[src/rtl/alu_ctrl_pkg.sv]
`default_nettype none
// ============================================================================
// Module      : alu_ctrl_pkg
// Description : Shared types and constants for the ALU control sequencer:
//               state encoding, opcodes, ALU select codes, IR field positions.
// Revision    : 1.0 - initial release
// ============================================================================
package alu_ctrl_pkg;

    typedef enum logic [3:0] {
        ST_RST  = 4'd0,
        ST_T0   = 4'd1,
        ST_T1   = 4'd2,
        ST_T2   = 4'd3,
        ST_T3   = 4'd4,
        ST_T4   = 4'd5,
        ST_T5   = 4'd6,
        ST_T6   = 4'd7,
        ST_HALT = 4'd8
    } state_e;

    typedef enum logic [2:0] {
        CL_NOP    = 3'd0,
        CL_3REG   = 3'd1,
        CL_MULDIV = 3'd2,
        CL_UNARY  = 3'd3,
        CL_HALT   = 3'd4
    } op_class_e;

    localparam logic [4:0] OP_ADD  = 5'b00011;
    localparam logic [4:0] OP_SUB  = 5'b00100;
    localparam logic [4:0] OP_SHR  = 5'b00101;
    localparam logic [4:0] OP_SHL  = 5'b00110;
    localparam logic [4:0] OP_ROR  = 5'b00111;
    localparam logic [4:0] OP_ROL  = 5'b01000;
    localparam logic [4:0] OP_AND  = 5'b01001;
    localparam logic [4:0] OP_OR   = 5'b01010;
    localparam logic [4:0] OP_MUL  = 5'b01110;
    localparam logic [4:0] OP_DIV  = 5'b01111;
    localparam logic [4:0] OP_NEG  = 5'b10000;
    localparam logic [4:0] OP_NOT  = 5'b10001;
    localparam logic [4:0] OP_HALT = 5'b11011;

    localparam logic [3:0] ALU_ADD = 4'b0000;
    localparam logic [3:0] ALU_SUB = 4'b0001;
    localparam logic [3:0] ALU_SHR = 4'b0010;
    localparam logic [3:0] ALU_SHL = 4'b0011;
    localparam logic [3:0] ALU_ROR = 4'b0100;
    localparam logic [3:0] ALU_ROL = 4'b0101;
    localparam logic [3:0] ALU_AND = 4'b0110;
    localparam logic [3:0] ALU_OR  = 4'b0111;
    localparam logic [3:0] ALU_MUL = 4'b1000;
    localparam logic [3:0] ALU_DIV = 4'b1001;
    localparam logic [3:0] ALU_NEG = 4'b1010;
    localparam logic [3:0] ALU_NOT = 4'b1011;

    localparam int IR_OPC_LSB = 27;
    localparam int IR_RA_LSB  = 23;
    localparam int IR_RB_LSB  = 19;
    localparam int IR_RC_LSB  = 15;
    localparam int REG_SEL_W  = 4;

    function automatic op_class_e op_class(input logic [4:0] op);
        case (op)
            OP_ADD, OP_SUB, OP_SHR, OP_SHL,
            OP_ROR, OP_ROL, OP_AND, OP_OR:  return CL_3REG;
            OP_MUL, OP_DIV:                 return CL_MULDIV;
            OP_NEG, OP_NOT:                 return CL_UNARY;
            OP_HALT:                        return CL_HALT;
            default:                        return CL_NOP;
        endcase
    endfunction

    function automatic logic [3:0] alu_code(input logic [4:0] op);
        case (op)
            OP_ADD:  return ALU_ADD;
            OP_SUB:  return ALU_SUB;
            OP_SHR:  return ALU_SHR;
            OP_SHL:  return ALU_SHL;
            OP_ROR:  return ALU_ROR;
            OP_ROL:  return ALU_ROL;
            OP_AND:  return ALU_AND;
            OP_OR:   return ALU_OR;
            OP_MUL:  return ALU_MUL;
            OP_DIV:  return ALU_DIV;
            OP_NEG:  return ALU_NEG;
            OP_NOT:  return ALU_NOT;
            default: return ALU_ADD;
        endcase
    endfunction

endpackage
`default_nettype wire

[src/rtl/reg_select_decoder.sv]
`default_nettype none
// ============================================================================
// Module      : reg_select_decoder
// Description : Binary register select plus enable to one-hot enable vector.
// Revision    : 1.0 - initial release
// ============================================================================
module reg_select_decoder #(
    parameter int NUM_REGS = 16,
    parameter int SEL_W    = 4
) (
    input  logic [SEL_W-1:0]    sel_i,
    input  logic                en_i,
    output logic [NUM_REGS-1:0] onehot_o
);

    for (genvar i = 0; i < NUM_REGS; i++) begin : g_bit
        assign onehot_o[i] = en_i && (sel_i == SEL_W'(i));
    end

endmodule
`default_nettype wire

[src/rtl/alu_control_sequencer.sv]
`default_nettype none
// ============================================================================
// Module      : alu_control_sequencer
// Description : Hardwired fetch/execute control unit for ALU-class instructions.
// Revision    : 1.0 - initial release
// ============================================================================
module alu_control_sequencer
    import alu_ctrl_pkg::*;
#(
    parameter int NUM_REGS = 16,
    parameter int OP_W     = 5
) (
    input  logic                clk,
    input  logic                reset,
    input  logic [31:0]         IR,
    input  logic                stop,
    output logic [NUM_REGS-1:0] Rin,
    output logic [NUM_REGS-1:0] Rout,
    output logic                PCout,
    output logic                PCin,
    output logic                IncPC,
    output logic                MARin,
    output logic                Read,
    output logic                MDRin,
    output logic                MDRout,
    output logic                IRin,
    output logic                Yin,
    output logic                Zin,
    output logic                ZLowout,
    output logic                ZHighout,
    output logic                HIin,
    output logic                LOin,
    output logic [3:0]          ALUselect,
    output logic                run
);

    state_e                 state_q;
    state_e                 state_d;
    logic [OP_W-1:0]        opcode;
    op_class_e              op_cls;
    logic [REG_SEL_W-1:0]   ra, rb, rc;
    logic [REG_SEL_W-1:0]   rin_sel, rout_sel;
    logic                   rin_en, rout_en;
    logic                   unused_ir;

    assign opcode    = IR[IR_OPC_LSB +: OP_W];
    assign op_cls    = op_class(opcode);
    assign ra        = IR[IR_RA_LSB +: REG_SEL_W];
    assign rb        = IR[IR_RB_LSB +: REG_SEL_W];
    assign rc        = IR[IR_RC_LSB +: REG_SEL_W];
    assign unused_ir = ^IR[IR_RC_LSB-1:0];

    always_ff @(posedge clk) begin
        if (reset) begin
            state_q <= ST_RST;
        end else begin
            state_q <= state_d;
        end
    end

    always_comb begin
        state_d   = state_q;
        rin_en    = 1'b0;
        rout_en   = 1'b0;
        rin_sel   = '0;
        rout_sel  = '0;
        PCout     = 1'b0;
        PCin      = 1'b0;
        IncPC     = 1'b0;
        MARin     = 1'b0;
        Read      = 1'b0;
        MDRin     = 1'b0;
        MDRout    = 1'b0;
        IRin      = 1'b0;
        Yin       = 1'b0;
        Zin       = 1'b0;
        ZLowout   = 1'b0;
        ZHighout  = 1'b0;
        HIin      = 1'b0;
        LOin      = 1'b0;
        ALUselect = ALU_ADD;
        run       = (state_q != ST_RST) && (state_q != ST_HALT);

        case (state_q)
            ST_RST: state_d = ST_T0;
            ST_T0: begin
                PCout = 1'b1; MARin = 1'b1; IncPC = 1'b1; Zin = 1'b1;
                state_d = ST_T1;
            end
            ST_T1: begin
                ZLowout = 1'b1; PCin = 1'b1; Read = 1'b1; MDRin = 1'b1;
                state_d = ST_T2;
            end
            ST_T2: begin
                MDRout = 1'b1; IRin = 1'b1;
                state_d = ST_T3;
            end
            ST_T3: begin
                case (op_cls)
                    CL_3REG:   begin rout_en = 1'b1; rout_sel = rb; Yin = 1'b1; state_d = ST_T4; end
                    CL_MULDIV: begin rout_en = 1'b1; rout_sel = ra; Yin = 1'b1; state_d = ST_T4; end
                    CL_UNARY: begin
                        rout_en = 1'b1; rout_sel = rb; Zin = 1'b1;
                        ALUselect = alu_code(opcode);
                        state_d = ST_T4;
                    end
                    CL_HALT:   state_d = ST_HALT;
                    default:   state_d = ST_T0;
                endcase
            end
            ST_T4: begin
                case (op_cls)
                    CL_3REG: begin
                        rout_en = 1'b1; rout_sel = rc; Zin = 1'b1;
                        ALUselect = alu_code(opcode);
                        state_d = ST_T5;
                    end
                    CL_MULDIV: begin
                        rout_en = 1'b1; rout_sel = rb; Zin = 1'b1;
                        ALUselect = alu_code(opcode);
                        state_d = ST_T5;
                    end
                    CL_UNARY: begin
                        ZLowout = 1'b1; rin_en = 1'b1; rin_sel = ra;
                        state_d = stop ? ST_HALT : ST_T0;
                    end
                    default: state_d = ST_T0;
                endcase
            end
            ST_T5: begin
                case (op_cls)
                    CL_3REG: begin
                        ZLowout = 1'b1; rin_en = 1'b1; rin_sel = ra;
                        state_d = stop ? ST_HALT : ST_T0;
                    end
                    CL_MULDIV: begin ZLowout = 1'b1; LOin = 1'b1; state_d = ST_T6; end
                    default:   state_d = ST_T0;
                endcase
            end
            ST_T6: begin
                ZHighout = 1'b1; HIin = 1'b1;
                state_d = stop ? ST_HALT : ST_T0;
            end
            ST_HALT: state_d = ST_HALT;
            default: state_d = ST_RST;
        endcase

        // Reset silences every output in the same cycle, not just after the edge.
        if (reset) begin
            rin_en = 1'b0; rout_en = 1'b0;
            PCout = 1'b0; PCin = 1'b0; IncPC = 1'b0; MARin = 1'b0;
            Read = 1'b0; MDRin = 1'b0; MDRout = 1'b0; IRin = 1'b0;
            Yin = 1'b0; Zin = 1'b0; ZLowout = 1'b0; ZHighout = 1'b0;
            HIin = 1'b0; LOin = 1'b0; ALUselect = ALU_ADD; run = 1'b0;
        end
    end

    reg_select_decoder #(.NUM_REGS(NUM_REGS), .SEL_W(REG_SEL_W)) u_rin_dec (
        .sel_i    (rin_sel),
        .en_i     (rin_en),
        .onehot_o (Rin)
    );

    reg_select_decoder #(.NUM_REGS(NUM_REGS), .SEL_W(REG_SEL_W)) u_rout_dec (
        .sel_i    (rout_sel),
        .en_i     (rout_en),
        .onehot_o (Rout)
    );

endmodule
`default_nettype wire

[config.mk]
export PLATFORM = sky130hd
export DESIGN_NAME = alu_control_sequencer
export DESIGN_NICKNAME = d
export VERILOG_FILES = /design/src/rtl/alu_ctrl_pkg.sv /design/src/rtl/reg_select_decoder.sv /design/src/rtl/alu_control_sequencer.sv
export SDC_FILE = /design/constraint.sdc
export NUM_CORES = 1
export LEC_CHECK = 0
export ABC_CLOCK_PERIOD_IN_PS = 7200
export CORE_MARGIN = 8
export CORE_UTILIZATION = 38
export DETAILED_ROUTE_END_ITERATION = 16
export PLACE_DENSITY = 0.88
export SLEW_MARGIN = 20
export SYNTH_ARGS = -nofsm -noshare
export SYNTH_HDL_FRONTEND = slang
export SYNTH_HIERARCHICAL = 1
export SYNTH_SLANG_ARGS = --single-unit
[constraint.sdc]
create_clock -name clk -period 7.2 [get_ports clk]
set_input_delay 1.8 -clock clk [delete_from_list [all_inputs] [get_ports clk]]
set_output_delay 1.8 -clock clk [all_outputs]
set_load 0.005 [all_outputs]
==> qor_table.md <==
| Result | Value |
|---|---|
| Run status | finished, final reports clean |
| Peak fanout along the critical path | 9 |
| Number of buffers added by the clock tree synthesis step | 3 |
| Crit end category | output port |
| Clock tree from TritonCTS | done |
| Share of the synthesized area in the top cell type | 0.112 |
| Max-slew headroom at the worst pin | 0.628 |
| Number of standard-cell rows in the floorplan | 20 |
| Clock transition time at the flip-flop clock pins of the worst setup and hold paths | 40 ps |
| Max Freq | 150 MHz |
| Clock latency on the worst-skew pair | 230 ps |
| Number of buffers inserted by port buffering | 70 |
| Transition time of the tightest slew-check pin | 558 ps |
| Leading register cell type out of synthesis | dfxtp_1 |
| Via density | 5.47 |
| Post-synthesis instance area | 0.00117 sq mm |
| Post-Synthesis Mean Instance Area | 6.43 sq um |
| Hold path startpoint | state_q[3]$_SDFF_PP0_ |
| Final number of hold-violating endpoints | 0 |
| Number of nets in the synthesized netlist | 220 |
| Global-route congestion overflow total | 0 |
| Pin count of the biggest net entering global routing | 17 |
| Buffer cell driving the clock tree root | clkbuf_4 |
| Number of antenna violations at the first check in global routing | 0 |
| Layout cells sized above 1 | 0.0705 |
| RSZ-0062 raised after global routing | no |
| Register with the highest flop count | state_q |
| Final setup slack of the worst path | 526 ps |
| Level count of the clock H-tree | 1 |
| Reg-to-reg critical path startpoint | state_q[0]$_SDFF_PP0_ |
| Largest registers | state_q x4 |
| Slack of the worst reg-to-reg path | 5550 ps |
| Detailed placer's ending HPWL | 3280 um |
| Yosys warning count | 6 |
| Number of global-route vias before repair | 1414 |
| Reported max-cap violation count | 0 |
| Power density relative to cell area | 61.3 mW/mm^2 |
| FFs w/ async S/R, synth | 0 |
| Critical R2R Capture | state_q[2]$_SDFF_PP0_ |
| Number of instances resized during post-cts repair | 0 |
| Share of synthesized area occupied by flip-flops and latches | 0.0684 |
| Starting utilization of the core area | 0.390 |
| Largest area contributor in the netlist | nor2_1 |
| Critical Setup Path Class | in -> out |
| Peak supply drop | 41.3 uV |
| Length of the first detailed-routing pass in iterations | 4 |
| Remaining design rule violation count | 0 |
| Leakage | 0.611 nW |
| Hold Path Depth | 4 |
| Diode insertion count for antenna repair | 0 |
| Finish-stage setup viols | 0 |
| Count of boundary I/O pins | 86 |
| Antenna violation net count after detailed routing | 0 |
| Number of post-CTS setup repair buffers | 0 |
| Count of different cell masters after synthesis | 48 |
| DR WL/cell | 14.8 um |
| Drt initial violations | 117 |
| Data arrival, critical path | 4870 ps |
| Overall via count from detail_route | 1500 |
| Height of the die | 71.5 um |
| Tcrit/Tclk final | 0.927 |
| Final-layout setup total negative slack | 0 ps |
| Number of synthesized register bits | 4 |
| Number of buffers on the longest clock path | 2 |
| Cell depth of the worst flop-to-flop path | 4 |
| Startpoint class of the critical path | input pin |
| Worst Hold End | state_q[3]$_SDFF_PP0_ |
| Final weighted congestion of routability-driven global placement | 0.808 |
| First-pass GRT wire length | 6350 um |
| Setup Slack @ Placement | 525 ps |
| Number of nets at the end of the flow | 281 |
| Sum of routed wire length over all layers | 4050 um |
| Total number of clock tree sinks | 4 |
| Clock skew | 3.66 ps |
| Synth area leaders | nor2_1 11%, dfxtp_1 6.8%, nor3_1 6.4%, nand2b_1 5.9%, a22oi_1 5.8% |
| Max-slew violations | 0 |
| P&R area growth vs syn | 58.7% |
| Number of synthesized flops with an enable pin | 0 |
| Required time worst endpoint | 5400 ps |
| Number of instances in the synthesized netlist | 182 |
| Class of the tightest hold or removal check | reg -> reg |
| Total Die Area | 0.00511 sq mm |
| Die outline width | 71.5 um |
| DP Area | 0.00184 sq mm |
| Core box area | 0.00300 sq mm |
| Largest register FFs | 4 |
| Tmin final | 6670 ps |
| Overall Global Routing Usage | 0.145 |
| Design Area, Final | 0.00186 sq mm |
| Hold buffer count at cts | 0 |
per-stage QoR:
stage	utilization	std cells	total power [mW]	hold WS, ps
floorplan	-	182	0.0632	591
global placement	0.611	271	0.0858	652
detailed placement	0.611	271	0.0868	693
CTS	0.619	274	0.114	702
global route	0.619	274	0.122	764
finish	0.619	274	0.114	703
critical path, stage by stage:
cell and delay [ps]:
clkdlybuf4s50_1 550, ha_1 280, or3b_1 420, a21oi_4 280, a32oi_2 210, nor2_1 240, or3b_4 450, nor3_2 110
clkdlybuf4s50_1 520
layer usage:
layer / global-route usage / wire length, um / vias to the layer above
li1: - / - / 785
met1: 0.171 / 1810 / 673
met2: 0.256 / 1980 / 42
met3: 0.0418 / 253 / 0
met4: 0.0249 / 0 / 0
met5: 0 / 0 / -
worst max-delay path by stage:
| stage | from | end | slack, ps | cells after the start |
|---|---|---|---|---|
| final | IR[28] | Rin[0] | 530 | 9 |
| after global routing | IR[28] | Rout[15] | 310 | 9 |
| after CTS | IR[28] | Rin[0] | 530 | 9 |
| after detailed placement | IR[28] | Rin[2] | 530 | 9 |
| after global placement | IR[28] | Rin[0] | 560 | 9 |
| after floorplan | IR[27] | Rin[1] | 1860 | 7 |
cell usage after synthesis (2+ instances only):
| cell | count |
|---|---|
| nor2_1 | 35 |
| nor3_1 | 15 |
| nand2_1 | 12 |
| nand2b_1 | 11 |
| a22oi_1 | 9 |
| a21oi_1 | 8 |
| nor2b_1 | 8 |
| clkbuf_1 | 7 |
| buf_4 | 6 |
| nand3b_1 | 5 |
| dfxtp_1 | 4 |
| nand3_1 | 4 |
| o21ai_0 | 4 |
| o22ai_1 | 4 |
| and3_1 | 3 |
| ha_1 | 3 |
| inv_1 | 3 |
| nor3b_1 | 3 |
| a211oi_1 | 2 |
| buf_2 | 2 |
| nor3_2 | 2 |
| nor4_1 | 2 |
| o21bai_1 | 2 |
| o32a_1 | 2 |
| or3b_1 | 2 |
| or3b_4 | 2 |
power by group:
group,switching (mW),total (mW),internal [mW]
clock,0.00818,0.0268,0.0186
sequential,0.00536,0.0291,0.0238
combinational,0.0277,0.0581,0.0304
logic make-up (layout without fill, tap and decap cells):
group,Yosys count,count (layout),share of synthesized area
AO/OA/AOI/OAI,44,44,0.283
AND/OR/NAND/NOR,112,112,0.528
adder cells (fa/ha/maj),3,3,0.0321
buffers and inverters,19,78,0.0887
flip-flops,4,4,0.0684
cell usage in the layout (no fill, tap or decap), types with 4 or more instances in the layout:
cell type / n
nand2_1: 12
nand2b_1: 11
nor2_1: 35
a22oi_1: 9
nand3_1: 4
o22ai_1: 4
nand3b_1: 5
nor3_1: 15
nor2b_1: 8
o21ai_0: 4
a21oi_1: 8
clkdlybuf4s50_1: 70
dfxtp_1: 4
layout make-up:
| type | count | area [sq um] |
|---|---|---|
| inverters | 3 | 11.3 |
| well taps | 33 | 41.3 |
| fillers | 280 | 1140 |
| flip-flops and latches | 4 | 80.1 |
| clock buffers | 3 | 22.5 |
| multi-input cells | 159 | 987 |
| repair buffers | 72 | 716 |
(Power assumes the default switching activity.)
==> edit 1: new RTL, config.mk and constraints unchanged <==
Put a register stage on the output `Rout`, with the module's reset. The value now appears one clock later. The other outputs are not delayed to match.
--- a/src/rtl/alu_control_sequencer.sv
+++ b/src/rtl/alu_control_sequencer.sv
@@ -33,6 +33,8 @@
     output logic [3:0]          ALUselect,
     output logic                run
 );
+
+    logic [NUM_REGS-1:0] Rout_d;
 
     state_e                 state_q;
     state_e                 state_d;
@@ -164,8 +166,16 @@
     reg_select_decoder #(.NUM_REGS(NUM_REGS), .SEL_W(REG_SEL_W)) u_rout_dec (
         .sel_i    (rout_sel),
         .en_i     (rout_en),
-        .onehot_o (Rout)
+        .onehot_o (Rout_d)
     );
+
+    always_ff @(posedge clk) begin
+        if (reset) begin
+            Rout <= '0;
+        end else begin
+            Rout <= Rout_d;
+        end
+    end
 
 endmodule
 `default_nettype wire
Behaviour: not the same (Yosys sat finds a counterexample within 10 cycles, from zero or initial values and one cycle with reset high).
==> edit 1 against the unedited design <==
Power grew to 3.2 times the old value; clock power rose to 3.1 times the old value; synthesized cell count grew 14%; core utilization down 4.3 points; sequential cell count is 16 higher; design area is 23% higher; maximum frequency hardly changed; synthesized area grew 33%; routed wire length up 9.8%; setup slack gained 0.0051 ns; count of clock-buffer cells in the layout grew 1.
==> edit 1: results (changes against the unedited design) <==
- DRC viols: 0 (unchanged)
- Relative slew slack: 0.574 (-0.0546)
- Most frequent cells after synthesis: nor2_1 (47), dfxtp_1 (20), nor2b_1 (19), nor3_1 (14), nand2_1 (13)
- Peak supply drop: 0.0779 mV (+89%)
- Hold WS: 0.692 ns (-0.0103 ns)
- Initial antenna violation count: 0 (unchanged)
- CTS root buf: clkbuf_8
- Worst-path clk slew: 0.07 ns (+0.03 ns)
- Synth unique cells: 47 (-2.1%)
- Seq cells: 20 (+16)
- CLK BUF: 4 (+1)
- First-pass GRT wire length: 7.18 mm (+13%)
- Hold depth: 1 (-3)
- Leak Pwr: 0.000825 µW (+35%)
- Routed vias: 1636 (+9.1%)
- Data buffer area share: 0.313 (-0.0724)
- Largest net degree at the start of global routing: 30 (+13)
- Clk_lat worst skew: 0.25 ns (+0.02 ns)
- Clock buf/inv share: 0.0241 (+0.0119)
- Clk_skew: 0.00415 ns (+0.000492 ns)
- Mapped Nets: 246 (+12%)
- Status: completed
- Initial DRC Count: 138 (+18%)
- Fill cells: 372 (+33%)
- R2r setup slk: 4.89 ns (-0.66 ns)
- Non-clk invs: 8 (+5)
- CP max FO: 8 (-1)
- CTS H-tree lvls: 1 (unchanged)
- Drt total wl: 4.45 mm (+9.8%)
- CP max stage delay: 0.55 ns (about the same)
- Multi-In Gates: 164 (+3.1%)
- Worst r2r path cells: 7 (+3)
- Layout cells sized above 1: 0.0896 (+0.0190)
- DP HPWL: 3.55 mm (+8.4%)
- Routability cong.: 0.894 (+11%)
- Reg-to-Reg Start: state_q[3]
- R2r endpoint: Rout[3]
- # diodes: 0 (unchanged)
- Register area share after synthesis: 0.257 (+0.189)
- Multi-input gate share of the layout cell area: 0.448 (-0.0835)
- Hold Crit Endpoint: state_q[2]
- Seq. cell area: 400 µm² (+400%)
- Number of global-route vias before repair: 1668 (+18%)
- Global-route usage over all layers: 0.135 (-0.0105)
- End of the critical path: Rin[1]
- # nets final: 307 (+9.3%)
- Regs by FF count: Rout x16, state_q x4
## edit 1: cell types whose count changed after synthesis, moves of 3 or more
cell,unedited run,this run
clkbuf_1,7,4
o21ai_0,4,1
a22oi_1,9,0
nor2_1,35,47
nand2b_1,11,7
inv_1,3,8
a21oi_1,8,5
nor2b_1,8,19
and2_1,0,4
dfxtp_1,4,20
nor3b_1,3,0
a221o_1,0,5
## edit 1: per-layer routing
metal / global-route usage / vias to the layer above / share of wire / routed length, µm
met5: 0 / - / 0 / 0
met4: 0.0600 / 0 / 0.015 / 68
met3: 0.0417 / 6 / 0.11 / 472
met2: 0.235 / 73 / 0.46 / 2030
met1: 0.145 / 720 / 0.42 / 1880
li1: - / 837 / - / -
## edit 1: cell families (layout without fill, tap and decap cells)
group                      Yosys count  count (layout)  synth area share
AOI/OAI and AO/OA                   28              28             0.162
xor gates and xnor gates             1               1           0.00563
adders and majority gates            3               3            0.0241
buffers and inverters               24              84            0.0844
DFF                                 20              20             0.257
muxes                                1               1           0.00643
and+or+nand+nor                    131             131             0.461
## edit 1: worst max-delay path: cells and delay by family
kind,cells,cell delay [ns]
compound gates,2,0.53
fa+ha+maj,1,0.27
buf+inv,2,1.07
simple gates,4,1.19
## edit 1: metrics by stage
step	instance area, µm²	power, µW	cells	setup WS (ns)
4_1_cts	2290	365	318	0.536
3_5_place_dp	2230	283	314	0.538
5_1_grt	2290	385	318	0.262
2_1_floorplan	1560	233	208	1.92
6_report	2290	365	318	0.531
3_3_place_gp	2230	278	314	0.544
## edit 1: power breakdown
part           leakage [µW]  switching, µW  internal (µW)
Sequential         0.000162           30.7            118
Clock             0.0000288           34.2           48.6
Combinational      0.000635           61.8           71.4
==> edit 2: new RTL, same flow settings <==
Made on the original files. Set the package constant `IR_RC_LSB` to 16 (it was 15).
--- a/src/rtl/alu_ctrl_pkg.sv
+++ b/src/rtl/alu_ctrl_pkg.sv
@@ -57,7 +57,7 @@
     localparam int IR_OPC_LSB = 27;
     localparam int IR_RA_LSB  = 23;
     localparam int IR_RB_LSB  = 19;
-    localparam int IR_RC_LSB  = 15;
+    localparam int IR_RC_LSB  = 16;
     localparam int REG_SEL_W  = 4;
 
     function automatic op_class_e op_class(input logic [4:0] op);
Behaviour: not the same (a bounded check fails within 10 cycles, from zero or initial values and one cycle with reset high).
==> edit 2 against the unedited design <==
Sequential share of layout area rose by 0.15 points; setup slack improved by 0.018 ns; worst hold slack improved by 0.012 ns; final cell count fell by 4.0%; sequential cell count did not move; clock skew fell by 0.0034 ns; synthesized area fell by 3.7%; routed wire length fell by 3.2%; design area fell by 3.3%; via count fell by 5.3%; synthesized cell count fell by 4.9%; power fell by 7.1%.
==> edit 2: results (changes against the unedited design) <==
- Status: completed
- Routability cong.: 0.798 (-1.2%)
- Reg-to-Reg Start: state_q[2]
- Initial DRC Count: 102 (-13%)
- Syn Inst Count: 173 (-4.9%)
- Total power: 106 µW (-7.1%)
- Adder-cell share of the synthesized area: 0.0333 (+0.00125)
- R2r endpoint: state_q[0]
- P_comb: 50.4 µW (-13%)
- End of the critical path: Rout[5]
- Data arrival, critical path: 4.86 ns (about the same)
- Routed vias: 1421 (-5.3%)
- Hold WS: 0.715 ns (+0.0124 ns)
- Largest cells by area after synthesis: nor2_1 (12%), dfxtp_1 (7.1%), nor3_1 (4.9%), buf_4 (4.7%), a21oi_1 (4.4%)
- Clk_skew: 0.000294 ns (-0.00337 ns)
- Synth unique cells: 47 (-2.1%)
- Register area share after synthesis: 0.0710 (+0.00266)
- Hold depth: 2 (-2)
- P_int: 69.2 µW (-4.9%)
- Worst Max-Slew Pin Slew: 0.510 ns (-0.0475 ns)
- Synth Area in XOR/XNOR: 0.00777 (+0.00777)
- DP HPWL: 3.19 mm (-2.7%)
- Non-filler cells, final: 263 (-4.0%)
- First-pass GRT wire length: 6.37 mm (+0.22%)
- CP max FO: 7 (-2)
- Most frequent cells after synthesis: nor2_1 (37), nor3_1 (11), a21oi_1 (10), nand2_1 (10), nand2b_1 (8)
- Peak supply drop: 0.0989 mV (+140%)
- Placed Instances: 260 (-4.1%)
- IO Port Bufs: 69 (-1.4%)
- Leak Pwr: 0.000553 µW (-9.5%)
- Global-route usage over all layers: 0.150 (+0.00446)
- # nets final: 272 (-3.2%)
- Mapped Nets: 211 (-4.1%)
- Complex-gate fraction of the synthesized area: 0.299 (+0.0154)
- Drt total wl: 3.92 mm (-3.2%)
- Layout cells sized above 1: 0.0733 (+0.00274)
- Power Clock: 28.2 µW (+5%)
-- edit 2: changes by cell type in the layout (fill, tap and decap cells not counted), sizes merged, moves of 3 or more --
cell    change
inv         +3
nand2b      -3
o21a        +3
a22oi       -6
and3        -3
nor3        -3
a21oi       +3
-- edit 2: per-layer routing --
metal  vias to the layer above  wire (µm)  global-route usage
met5                         -          0                   0
met2                        46       1840               0.260
li1                        736          -                   -
met4                         0         90              0.0580
met3                         8        326              0.0551
met1                       631       1660               0.160
-- edit 2: critical path: stages --
cell	delay, ns
clkdlybuf4s50_1	0.54
ha_1	0.29
or3b_4	0.40
a21oi_4	0.25
nor3b_2	0.31
a22oi_1	0.14
o21ai_1	0.28
nand2b_1	0.19
nor2_1	0.14
clkdlybuf4s50_1	0.51
-- edit 2: area by class of cell --
type,instances,area [µm²]
Clock buffer,3,22.5
Fill cell,258,985
Inverter,6,22.5
Timing Repair Buffer,70,698
Tap cell,31,38.8
Sequential cell,4,80.1
Multi-Input combinational cell,149,935
